File: src/rtl/fifo_rd_arbiter.sv
`timescale 1ns/1ps
// fifo_rd_arbiter: round-robin burst arbiter sharing the async FIFO read port among NREQ consumers.
// The owner keeps the port for up to BURST pops and loses it early on a dropped request or a long empty stall.
module fifo_rd_arbiter #(
  parameter int DSIZE     = 8,
  parameter int NREQ      = 4,
  parameter int BURST     = 4,
  parameter int STALL_MAX = 8,
  localparam int LW = $clog2(NREQ),
  localparam int BW = $clog2(BURST + 1),
  localparam int SW = $clog2(STALL_MAX + 1)
) (
  input  logic             rclk,
  input  logic             rrst,
  input  logic             rempty,
  input  logic [DSIZE-1:0] rdata,
  output logic             rinc,
  input  logic [NREQ-1:0]  req,
  output logic [NREQ-1:0]  gnt,
  output logic [DSIZE-1:0] out_data,
  output logic [NREQ-1:0]  out_valid,
  output logic             busy,
  output logic             dbg_state,
  output logic [BW-1:0]    dbg_beat,
  output logic [SW-1:0]    dbg_stall,
  output logic [LW-1:0]    dbg_last
);
  typedef enum logic {S_IDLE = 1'b0, S_XFER = 1'b1} state_t;

  state_t           r_state;
  logic [NREQ-1:0]  r_gnt;
  logic [NREQ-1:0]  r_valid;
  logic [DSIZE-1:0] r_data;
  logic             r_busy;
  logic [LW-1:0]    r_owner;
  logic [LW-1:0]    r_last;
  logic [BW-1:0]    r_beat;
  logic [SW-1:0]    r_stall;

  logic [LW-1:0]    w_pick;
  logic [LW-1:0]    w_cand;
  logic             w_found;
  logic             w_owner_req;
  logic             w_pop;
  logic             w_release;
  logic [NREQ-1:0]  w_owner_oh;
  logic [NREQ-1:0]  w_pick_oh;

  // Round-robin scan starting just after the previous owner, wrapping around.
  always_comb begin
    w_pick  = r_last;
    w_found = 1'b0;
    w_cand  = '0;
    for (int k = 1; k <= NREQ; k++) begin
      w_cand = LW'((int'(r_last) + k) % NREQ);
      if (!w_found && req[w_cand]) begin
        w_found = 1'b1;
        w_pick  = w_cand;
      end
    end
  end

  assign w_owner_req = req[r_owner];
  assign w_owner_oh  = NREQ'(1) << r_owner;
  assign w_pick_oh   = NREQ'(1) << w_pick;

  // Handshake: rinc pops the FIFO head in the same cycle (only when rempty==0, so no underflow);
  // out_valid is a one-cycle, one-hot strobe for out_data with no back-pressure from consumers.
  assign w_pop     = (r_state == S_XFER) && !rempty && w_owner_req;
  assign w_release = (r_state == S_XFER) &&
                     ((w_pop && (r_beat == BW'(BURST - 1))) ||
                      !w_owner_req ||
                      (rempty && (r_stall == SW'(STALL_MAX - 1))));

  always_ff @(posedge rclk or posedge rrst) begin
    if (rrst) begin
      r_state <= S_IDLE;
      r_gnt   <= '0;
      r_valid <= '0;
      r_data  <= '0;
      r_busy  <= 1'b0;
      r_owner <= '0;
      r_last  <= LW'(NREQ - 1);
      r_beat  <= '0;
      r_stall <= '0;
    end else begin
      r_valid <= '0;
      if (r_state == S_IDLE) begin
        if (w_found && !rempty) begin
          r_state <= S_XFER;
          r_owner <= w_pick;
          r_gnt   <= w_pick_oh;
          r_busy  <= 1'b1;
          r_beat  <= '0;
          r_stall <= '0;
        end
      end else begin
        if (w_pop) begin
          r_data  <= rdata;
          r_valid <= w_owner_oh;
          r_beat  <= r_beat + 1'b1;
          r_stall <= '0;
        end else if (w_owner_req) begin
          r_stall <= r_stall + 1'b1;
        end
        // Counters stop at BURST / STALL_MAX on release and restart on the next grant.
        if (w_release) begin
          r_state <= S_IDLE;
          r_gnt   <= '0;
          r_busy  <= 1'b0;
          r_last  <= r_owner;
        end
      end
    end
  end

  assign rinc      = w_pop;
  assign gnt       = r_gnt;
  assign out_data  = r_data;
  assign out_valid = r_valid;
  assign busy      = r_busy;
  assign dbg_state = (r_state == S_XFER);
  assign dbg_beat  = r_beat;
  assign dbg_stall = r_stall;
  assign dbg_last  = r_last;

endmodule
File: config.mk
export PLATFORM = sky130hd
export DESIGN_NAME = fifo_rd_arbiter
export DESIGN_NICKNAME = d
export VERILOG_FILES = /design/src/rtl/fifo_rd_arbiter.sv
export SDC_FILE = /design/constraint.sdc
export NUM_CORES = 1
export LEC_CHECK = 0
export ABC_AREA = 0
export CORE_MARGIN = 2
export CORE_UTILIZATION = 49
export DETAILED_ROUTE_END_ITERATION = 8
export PLACE_DENSITY = 0.95
export SLEW_MARGIN = 20
export SYNTH_ARGS = -nofsm -noshare
export SYNTH_HDL_FRONTEND = slang
export SYNTH_SLANG_ARGS = --single-unit
File: constraint.sdc
create_clock -name rclk -period 3.86 [get_ports rclk]
set_clock_uncertainty 0.2 [all_clocks]
set_input_delay 0.772 -clock rclk [delete_from_list [all_inputs] [get_ports rclk]]
set_output_delay 0.772 -clock rclk [all_outputs]
set_load 0.03 [all_outputs]
# Yosys cells after proc, flatten, opt, wreduce, memory -nomap -nowiden
# Index checks and enable logic that the tools add are counted.
# word_totals
ff_bits	29
input_bits	15
output_inout_bits	28
elab_cells	87
# classes
n_addsub	6
magnitude_cmp	5
n_eq_ne	5
shifts	2
muxes	36
bitwise_logic	1
n_reduce_logical	23
# ops
cell	n
$mux W4	9
$lt A2 B3 Y1 const B	5
$mux W1	15
$reduce_and A2 Y1	6
$bmux W1 S2	5
$logic_and A1 B1 Y1	9
$mux W3	3
$mux W2	4
$shl A1 B2 Y4 const A	2
$logic_not A1 Y1	5
$add A2 B1 Y2 const B	2
$add A2 B2 Y2 const B	2
$add A4 B1 Y4 const B	1
$eq A4 B3 Y1 const B	1
$ne A2 B1 Y1 const B	2
$add A3 B1 Y3 const B	1
$eq A3 B2 Y1 const B	1
$ne A3 B1 Y1 const B	1
$logic_or A1 B1 Y1	2
$reduce_bool A2 Y1	1
$not A1 Y1	1

# Depth between registers and ports, before layout
# Gate-level depths: netlist of run 1.
# depth
ltp_word	16
mapped_depth	6
ltp_nobuf	6

# Worst setup path before layout of run 1
# No wires, ideal clock.
# synth_timing
kind	in2out
start	input port req[3]
end	output port rinc
arrival_time_ns	1.699
required_ns	2.888
slack_ns	1.189
cell_stages	4
path_buffers	1
path_cell_list	mux4_2 > nand3b_4 > buf_6 > inv_2
# synth_via
elab_chain_cells	3
# synth_rtl
item	line	source
from (decl)	18	input logic [NREQ-1:0] req,
$bmux W1 S2	63	assign w_owner_req = req[r_owner];
$mux W1 (not written as such)	63	
$logic_and A1 B1 Y1	69	assign w_pop = (r_state == S_XFER) && !rempty && w_owner_req;
to (decl)	17	output logic rinc,
# Every way passes these cells. The select of a mux whose other input is x is not followed.

# Final worst setup path of run 1
# Ends and elaborated chain as after synthesis.

==> metrics.md, run 1 <==
| Metric | Value |
|---|---|
| Final hold violation count | `0` |
| Commonest non-fill, non-tap cell in the layout | `clkdlybuf4s50_1` |
| Die width | `56.3 um` |
| Ports | `43` |
| Clk slew on worst S/H paths | `0.09 ns` |
| Register area | `728 um2` |
| Post-synth cell types | `36` |
| Worst rel slew slack | `57.0%` |
| Initial antenna violation count | `0` |
| Post-Syn Area | `0.00134 mm2` |
| Via count | `1077` |
| Row Count | `18` |
| Routability cong. | `0.833` |
| DR pass1 iterations | `4` |
| TritonCTS Buffers | `5` |
| Final setup fails | `0` |
| GRT Total Usage | `20.6%` |
| Initial Util | `53.1%` |
| Slew Viols, Final | `0` |
| Top achievable clock speed | `276 MHz` |
| Iteration-0 DRC Markers | `33` |
| N_diodes | `0` |
| CTS resizes | `0` |
| Fill cells | `162` |
| DP HPWL | `2260 um` |
| Syn_nets | `132` |
| Kind of critical path | `input port to output pin` |
| Cell accounting for the most synthesized area | `dfrtp_1` |
| Place WS | `0.276 ns` |
| Relative area change from synthesis to final layout | `38.2%` |
| CTS tree | `yes` |
| # clock sinks | `29` |
| Synth async-reset ratio | `100%` |
| Via/cell ratio | `5.70` |
| Total chip power | `1540 uW` |
| Leak | `0.000814 uW` |
| Run status | `finished clean` |
| I/O Buffers | `42` |
| Total gr overflow | `0` |
| Seq/Total Area, Yosys | `54.4%` |
| CTS Root Cell | `clkbuf_4` |
| WL/cell | `16.7 um` |
| DR DRC count | `0` |
| Nets@finish | `177` |
| Most frequent cells in the layout | `42 x clkdlybuf4s50_1, 27 x dfrtp_1, 10 x mux2_2` |
| Yosys reg bits | `29` |
| Final period util | `93.9%` |
| Tmin final | `3.62 ns` |
| Share of the synthesized area in the top cell type | `50.5%` |
| Core footprint | `0.00252 mm2` |
| Setup TNS | `0 ns` |
| VDD IR-drop max | `0.556 mV` |
| Worst skew pair latency | `0.32 ns` |
| CTS max path bufs | `2` |
| Worst Setup Start Kind | `input port` |
| Max Fanout on Critical Path | `6` |
| Average cell area after synthesis | `11.7 um2` |
| Multi-input gate area | `562 um2` |
| YS warnings | `0` |
| Post-CTS setup repair buffer count | `0` |
| Critical Path RT | `2.89 ns` |
| Pin count of the biggest net entering global routing | `30` |
| Die height | `56.3 um` |
| Unrepaired setup endpoints after global routing | `no` |
| PD cells | `833 mW/mm2` |
| Hold_buf cts | `0` |
| Crit end category | `output pin` |
| Final WS setup | `0.236 ns` |
| Arrival time of the worst setup path | `2.65 ns` |
| Final design utilization | `73.4%` |
| Antenna Nets Post-Route | `0` |
| Area contributors post-synth | `dfrtp_1 50%, mux2_2 8.4%, dfstp_2 3.9%` |
| Max-Cap Viols | `0` |
| Post-synth top flop | `dfrtp_1` |
| Least-Margin Pin Slew | `0.640 ns` |
| Die area | `0.00317 mm2` |
| Placed instance count | `182` |
| Synth Instances | `114` |
| Vias in the first global route | `1079` |
| Non-Filler Instances | `189` |
| EDFF count, synth | `0` |
| Drt total wl | `3150 um` |
| H-tree depth | `2` |
| Layout cells sized above 1 | `18.2%` |
| First-pass GRT wire length | `5050 um` |
| Hold Path Class | `flop to flop` |
[area by class of cell]
cell class                      instances  share of cell area [%]
Clock buffer                            5                    2.03
Clock inverter                          2                    1.89
Inverter                                6                    1.22
Timing Repair Buffer                   43                    23.1
Tap cell                               30                    2.03
Multi-Input combinational cell         74                    30.4
Sequential cell                        29                    39.4
[logic make-up (layout without fill, tap and decap cells)]
group,after synthesis,in the layout,share of synthesized area (%)
and+or+nand+nor,36,36,14.9
DFF,29,29,54.4
AOI/OAI and AO/OA,22,22,12.8
muxes,12,12,10.8
buffers and inverters,11,56,3.64
adders and majority gates,3,3,2.80
xor gates and xnor gates,1,1,0.654
[worst max-delay path, cell delays in order]
cell,delay [ns]
clkdlybuf4s50_1,0.51
mux4_2,0.62
nand3b_4,0.12
inv_2,0.05
clkdlybuf4s50_1,0.58
[cell usage after synthesis, types with 2 or more instances]
cell type and count:
a211o_1 2, a21oi_1 4, clkbuf_1 4, dfrtp_1 27, dfstp_2 2, ha_1 3
inv_1 5, mux2_2 10, nand2_1 8, nand2b_1 3, nand3_1 5, nor2_1 7
nor3_1 4, nor3b_1 2, o21ai_0 6, o2bb2ai_1 2
[power by group]
part	switching, uW	internal [uW]
Clock	102	132
Combinational	432	339
Sequential	111	426
Total	645	897
[metal layers]
metal | up-vias | global-route usage (%) | part of all wire (%)
li1 | 498 | - | -
met1 | 524 | 26.8 | 42
met2 | 48 | 31.8 | 50
met3 | 7 | 7.14 | 7.0
met4 | 0 | 7.48 | 1.2
met5 | - | 0 | 0
[flip-flops by register name (all words and copies together), names as in the netlist]
name       flops
dbg_stall      4
gnt            4
busy           1
out_valid      4
dbg_last       2
r_owner        2
out_data       8
dbg_beat       3
dbg_state      1
[worst paths after layout]
path                                  start           end  slack (ns)  depth (start not counted)
worst max-delay path                 req[3]          rinc        0.24                          5
min in group asynchronous              rrst     dbg_state        0.63                          2
worst min-delay path            out_data[4]   out_data[4]        0.31                          1
max in group asynchronous              rrst  dbg_stall[0]        2.43                          2
worst min register to register  out_data[4]   out_data[4]        0.31                          1
worst max register to register   r_owner[1]   out_data[6]        1.69                          4
[metrics by stage]
stage / hold slack (ns) / instance area (um2)
5_1_grt: 0.331 / 1850
3_5_place_dp: 0.286 / 1780
2_1_floorplan: 0.293 / 1340
4_1_cts: 0.307 / 1850
6_report: 0.310 / 1850
3_3_place_gp: 0.282 / 1780
No activity file was read; power rests on OpenSTA's default activity.
==> run 2: changes to the inputs <==
CORE_MARGIN = default   (was 2)
==> run 2 against run 1 <==
Effect of this change:
- total power fell by 3.4%
- via count fell by 2.3%
- sequential power barely moved
- fmax rose by 0.38%
- critical path type unchanged
- largest cell class unchanged
- largest power group unchanged
- highest routed layer unchanged
==> metrics.md, run 2 (synthesis results as in run 1) <==
| Metric | Value |
|---|---|
| Run status | `finished clean` |
| Unrepaired setup endpoints after global routing | `no` |
| Final design utilization | `72.8% (-0.55 points)` |
| Via/cell ratio | `5.54 (-2.8%)` |
| Pin count of the biggest net entering global routing | `30 (unchanged)` |
| Ports | `43 (unchanged)` |
| Worst skew pair latency | `0.31 ns (about the same)` |
| VDD IR-drop max | `0.550 mV (-1.2%)` |
| DR DRC count | `0 (unchanged)` |
| Post-CTS setup repair buffer count | `0 (unchanged)` |
| Max-Cap Viols | `0 (unchanged)` |
| Tmin final | `3.61 ns (-0.0137 ns)` |
| Initial Util | `53.1% (unchanged)` |
| Total gr overflow | `0 (unchanged)` |
| Iteration-0 DRC Markers | `21 (-36%)` |
| First-pass GRT wire length | `4550 um (-10%)` |
| Sw frac | `42.6% (+0.79 points)` |
| Largest register FFs | `8 (unchanged)` |
| Least-Margin Pin Slew | `0.688 ns (+0.0480 ns)` |
| Part of the power in registers | `36.2% (+1.4 points)` |
| Logic pwr share | `51.4% (+1.4 points)` |
| R2R setup slack | `1.68 ns (about the same)` |
| CTS tree | `yes` |
| H-tree depth | `2 (unchanged)` |
| Relative area change from synthesis to final layout | `37.2%` |
| Slew Viols, Final | `0 (unchanged)` |
| GRT Total Usage | `22.4% (+1.9 points)` |
| Worst Setup Start Kind | `input port` |
| Switching Power | `635 uW (-1.5%)` |
| Antenna Nets Post-Route | `0 (unchanged)` |
| Final period util | `93.5% (-0.35 points)` |
| CTS max path bufs | `2 (unchanged)` |
| CTS resizes | `0 (unchanged)` |
| Crit end category | `output pin` |
| Hold_buf cts | `0 (unchanged)` |
| Most frequent cells in the layout | `42 x clkdlybuf4s50_1, 27 x dfrtp_1, 10 x mux2_2` |
| Die width | `54.3 um (-3.6%)` |
| Arrival time of the worst setup path | `2.64 ns (about the same)` |
| Layout cells sized above 1 | `17.5% (-0.74 points)` |
| PD cells | `811 mW/mm2 (-2.6%)` |
| WL/cell | `15.5 um (-7.2%)` |
| Core footprint | `0.00252 mm2 (unchanged)` |
| Hold Path Class | `flop to flop` |
| Max Fanout on Critical Path | `6 (unchanged)` |
| N_diodes | `0 (unchanged)` |
| Critical Path RT | `2.89 ns (about the same)` |
| Kind of critical path | `input port to output pin` |
| Die area | `0.00295 mm2 (-7.0%)` |
| P_int | `855 uW (-4.7%)` |
| TritonCTS Buffers | `5 (unchanged)` |
| Routability cong. | `0.843 (+1.2%)` |
| Final hold violation count | `0 (unchanged)` |
| I/O Buffers | `42 (unchanged)` |
| Commonest non-fill, non-tap cell in the layout | `clkdlybuf4s50_1` |
| Via count | `1052 (-2.3%)` |
| Top achievable clock speed | `277 MHz (+0.38%)` |
| # clock sinks | `29 (unchanged)` |
| Setup TNS | `0 ns (unchanged)` |
| Final setup fails | `0 (unchanged)` |
| CTS Root Cell | `clkbuf_4` |
| Die height | `54.3 um (-3.6%)` |
| Vias in the first global route | `1008 (-6.6%)` |
| Initial antenna violation count | `0 (unchanged)` |
| Clk network pwr share | `12.4% (-2.8 points)` |
| DP HPWL | `2180 um (-3.5%)` |
| DR pass1 iterations | `6 (+2)` |
| Worst rel slew slack | `53.8% (-3.1 points)` |
| Nets@finish | `177 (unchanged)` |
| Clk slew on worst S/H paths | `0.08 ns (about the same)` |
| Row Count | `18 (unchanged)` |
| Leak | `0.000805 uW (-1.0%)` |
| Drt total wl | `2940 um (-6.7%)` |
==> run 2: cell count changes in the layout (fill, tap and decap cells not counted) <==
cell       before  now
clkbuf_8        0    1
clkinv_2        1    0
clkbuf_1        0    2
bufinv_16       1    0
==> run 2: path summary, 6_finish.rpt <==
| path | from | end | depth (start not counted) |
|---|---|---|---|
| max | req[3] | rinc | 5 |
| min | out_data[6] | out_data[6] | 1 |
| max reg2reg | r_owner[1] | out_data[2] | 4 |
| min reg2reg | out_data[6] | out_data[6] | 1 |
| max in group asynchronous | rrst | dbg_beat[0] | 2 |
| min in group asynchronous | rrst | dbg_stall[3] | 2 |
==> run 2: layer usage <==
layer  vias to the layer above  GRT usage [%]  share of wire [%]
met5                         -              0                  0
met4                         0           8.12               0.44
met3                         2           7.50                6.6
met2                        46           36.2                 51
met1                       510           28.0                 42
li1                        494              -                  -
==> run 2: stage by stage <==
| step | setup WS [ns] | hold WS (ns) | power [uW] | std cells | area (um2) |
|---|---|---|---|---|---|
| 2_1_floorplan | 1.19 | 0.293 | 1000 | 114 | 1340 |
| 3_3_place_gp | 0.301 | 0.282 | 1270 | 182 | 1780 |
| 3_5_place_dp | 0.275 | 0.297 | 1310 | 182 | 1780 |
| 6_report | 0.250 | 0.310 | 1490 | 190 | 1840 |
| 4_1_cts | 0.266 | 0.316 | 1500 | 190 | 1840 |
| 5_1_grt | 0.229 | 0.324 | 1570 | 190 | 1840 |
==> run 2: final cells by class <==
| type | count | area, um2 |
|---|---|---|
| Clock buffer | 8 | 58.8 |
| Tap cell | 30 | 37.5 |
| Multi-Input combinational cell | 74 | 562 |
| Timing Repair Buffer | 43 | 428 |
| Fill cell | 188 | 686 |
| Sequential cell | 29 | 728 |
| Inverter | 6 | 22.5 |
==> run 2: power groups by stage <==
stage | clock, uW | combinational, uW | sequential [uW]
CTS | 191 | 771 | 536
floorplan | 0 | 291 | 713
global route | 208 | 812 | 554
global placement | 0 | 742 | 532
finish | 185 | 766 | 539
detailed placement | 0 | 767 | 543
==> run 2: critical path: stages <==
cell	delay (ns)
clkdlybuf4s50_1	0.50
mux4_2	0.61
nand3b_4	0.12
inv_2	0.05
clkdlybuf4s50_1	0.58
==> run 3: changes to the inputs <==
CTS_BUF_LIST = sky130_fd_sc_hd__clkbuf_8 sky130_fd_sc_hd__clkbuf_16   (was default)
MAX_ROUTING_LAYER = met4   (was default)
==> run 3 against run 2 <==
Effect of this change:
- die area unchanged
- wire length up 6.1%
- via count up 1.0%
- clock power up 35%
- design area up 1.7%
- fmax down 0.11%
- critical path depth unchanged
- sequential power about the same
- critical path type unchanged
- critical endpoint unchanged
- highest routed layer unchanged
==> metrics.md, run 3 (synthesis results as in run 1) <==
| Metric | Value |
|---|---|
| Run status | `finished clean` |
| Antenna Nets Post-Route | `0 (unchanged)` |
| CTS resizes | `0 (unchanged)` |
| Drt total wl | `3120 um (+6.1%)` |
| N_diodes | `0 (unchanged)` |
| Via count | `1063 (+1.0%)` |
| Kind of critical path | `input port to output pin` |
| Routability cong. | `0.857 (+1.6%)` |
| DR DRC count | `0 (unchanged)` |
| Core footprint | `0.00252 mm2 (unchanged)` |
| DP HPWL | `2180 um (unchanged)` |
| Setup TNS | `0 ns (unchanged)` |
| Critical Path RT | `2.89 ns (about the same)` |
| Hold Path Depth | `1 (unchanged)` |
| CTS tree | `yes` |
| Clk network pwr share | `15.9% (+3.5 points)` |
| TritonCTS Buffers | `5 (unchanged)` |
| Part of the power in registers | `34.6% (-1.6 points)` |
| VDD IR-drop max | `0.624 mV (+14%)` |
| Initial Util | `53.1% (unchanged)` |
| GRT Total Usage | `24.5% (+2.0 points)` |
| Commonest non-fill, non-tap cell in the layout | `clkdlybuf4s50_1` |
| DR pass1 iterations | `4 (-2)` |
| Final design utilization | `74.1% (+1.2 points)` |
| Via/cell ratio | `5.59 (+1.0%)` |
| Worst Setup Start Kind | `input port` |
| Logic pwr share | `49.5% (-1.9 points)` |
| CTS max path bufs | `2 (unchanged)` |
| Unrepaired setup endpoints after global routing | `no` |
| Relative area change from synthesis to final layout | `39.5%` |
| P_int | `907 uW (+6.0%)` |
| Initial antenna violation count | `0 (unchanged)` |
| Sw frac | `42.1% (-0.53 points)` |
| Layout cells sized above 1 | `17.5% (unchanged)` |
| H-tree depth | `2 (unchanged)` |
| Die area | `0.00295 mm2 (unchanged)` |
| Max-Cap Viols | `0 (unchanged)` |
| Least-Margin Pin Slew | `0.779 ns (+0.0909 ns)` |
| Die height | `54.3 um (unchanged)` |
| Post-CTS setup repair buffer count | `0 (unchanged)` |
| Final period util | `93.6% (+0.11 points)` |
| Row Count | `18 (unchanged)` |
| Fill cells | `181 (-3.7%)` |
| # clock sinks | `29 (unchanged)` |
| Hold_buf cts | `0 (unchanged)` |
| Total gr overflow | `0 (unchanged)` |
| Tmin final | `3.61 ns (+0.00407 ns)` |
| Fin area | `0.00187 mm2 (+1.7%)` |
| Pin count of the biggest net entering global routing | `30 (unchanged)` |
| Vias in the first global route | `1033 (+2.5%)` |
| Final hold violation count | `0 (unchanged)` |
| Arrival time of the worst setup path | `2.64 ns (about the same)` |
| Top achievable clock speed | `277 MHz (-0.11%)` |
| Worst rel slew slack | `47.7% (-6.1 points)` |
| Area of placed instances | `0.00178 mm2 (unchanged)` |
| CTS Root Cell | `clkbuf_8` |
| Leak | `0.000827 uW (+2.6%)` |
| Ports | `43 (unchanged)` |
| Die width | `54.3 um (unchanged)` |
| Max Fanout on Critical Path | `6 (unchanged)` |
| Slew Viols, Final | `0 (unchanged)` |
| Switching Power | `658 uW (+3.7%)` |
| I/O Buffers | `42 (unchanged)` |
| Clk slew on worst S/H paths | `0.06 ns (-0.02 ns)` |
| Iteration-0 DRC Markers | `25 (+19%)` |
| Crit end category | `output pin` |
| Hold Path Class | `flop to flop` |
| WL/cell | `16.4 um (+6.1%)` |
| Largest register FFs | `8 (unchanged)` |
| PD cells | `838 mW/mm2 (+3.3%)` |
| Worst skew pair latency | `0.28 ns (-0.03 ns)` |
| Most frequent cells in the layout | `42 x clkdlybuf4s50_1, 27 x dfrtp_1, 10 x mux2_2` |
| Reg2Reg Depth | `4 (unchanged)` |
| Nets@finish | `177 (unchanged)` |
| Final setup fails | `0 (unchanged)` |
| First-pass GRT wire length | `4720 um (+3.8%)` |
==> run 3: critical path, stage by stage <==
cell and delay (ns):
clkdlybuf4s50_1 0.50, mux4_2 0.61, nand3b_4 0.13, inv_2 0.05, clkdlybuf4s50_1 0.58
==> run 3: final cells by class <==
cell class / count / area (um2) / area share, %
sequential: 29 / 728 / 39.0
multi-input combinational: 74 / 562 / 30.1
timing repair buffer: 43 / 428 / 22.9
clock buffer: 6 / 82.6 / 4.42
tap: 30 / 37.5 / 2.01
inverter: 6 / 22.5 / 1.21
clock inverter: 2 / 7.51 / 0.402
==> run 3: path summary, 6_finish.rpt <==
path	to	start	slack, ns
hold / removal	out_data[6]	out_data[6]	0.31
hold reg to reg	out_data[6]	out_data[6]	0.31
min in group asynchronous	dbg_beat[1]	rrst	0.68
max in group asynchronous	dbg_state	rrst	2.39
setup / recovery	rinc	req[3]	0.25
setup reg to reg	out_data[3]	r_owner[1]	1.68
==> run 3: per-layer routing <==
layer  up-vias  track usage [%]  wire [um]
met3        10             10.6        243
met5         -                -          0
li1        496                -          -
met4         0             9.83         66
met2        49             38.6       1560
met1       508             27.1       1250
==> run 3: power groups by stage <==
stage          sequential (uW)  combinational, uW  clock [uW]
2_1_floorplan              713                291           0
3_3_place_gp               532                742           0
3_5_place_dp               543                767           0
4_1_cts                    537                775         256
5_1_grt                    555                815         268
6_report                   541                775         249
==> run 3: stage by stage <==
stage	worst slack [ns]	hold slack, ns	total power, uW	cells
global placement	0.301	0.282	1270	182
floorplan	1.19	0.293	1000	114
global route	0.227	0.318	1640	190
CTS	0.266	0.310	1570	190
finish	0.246	0.307	1570	190
detailed placement	0.275	0.297	1310	182
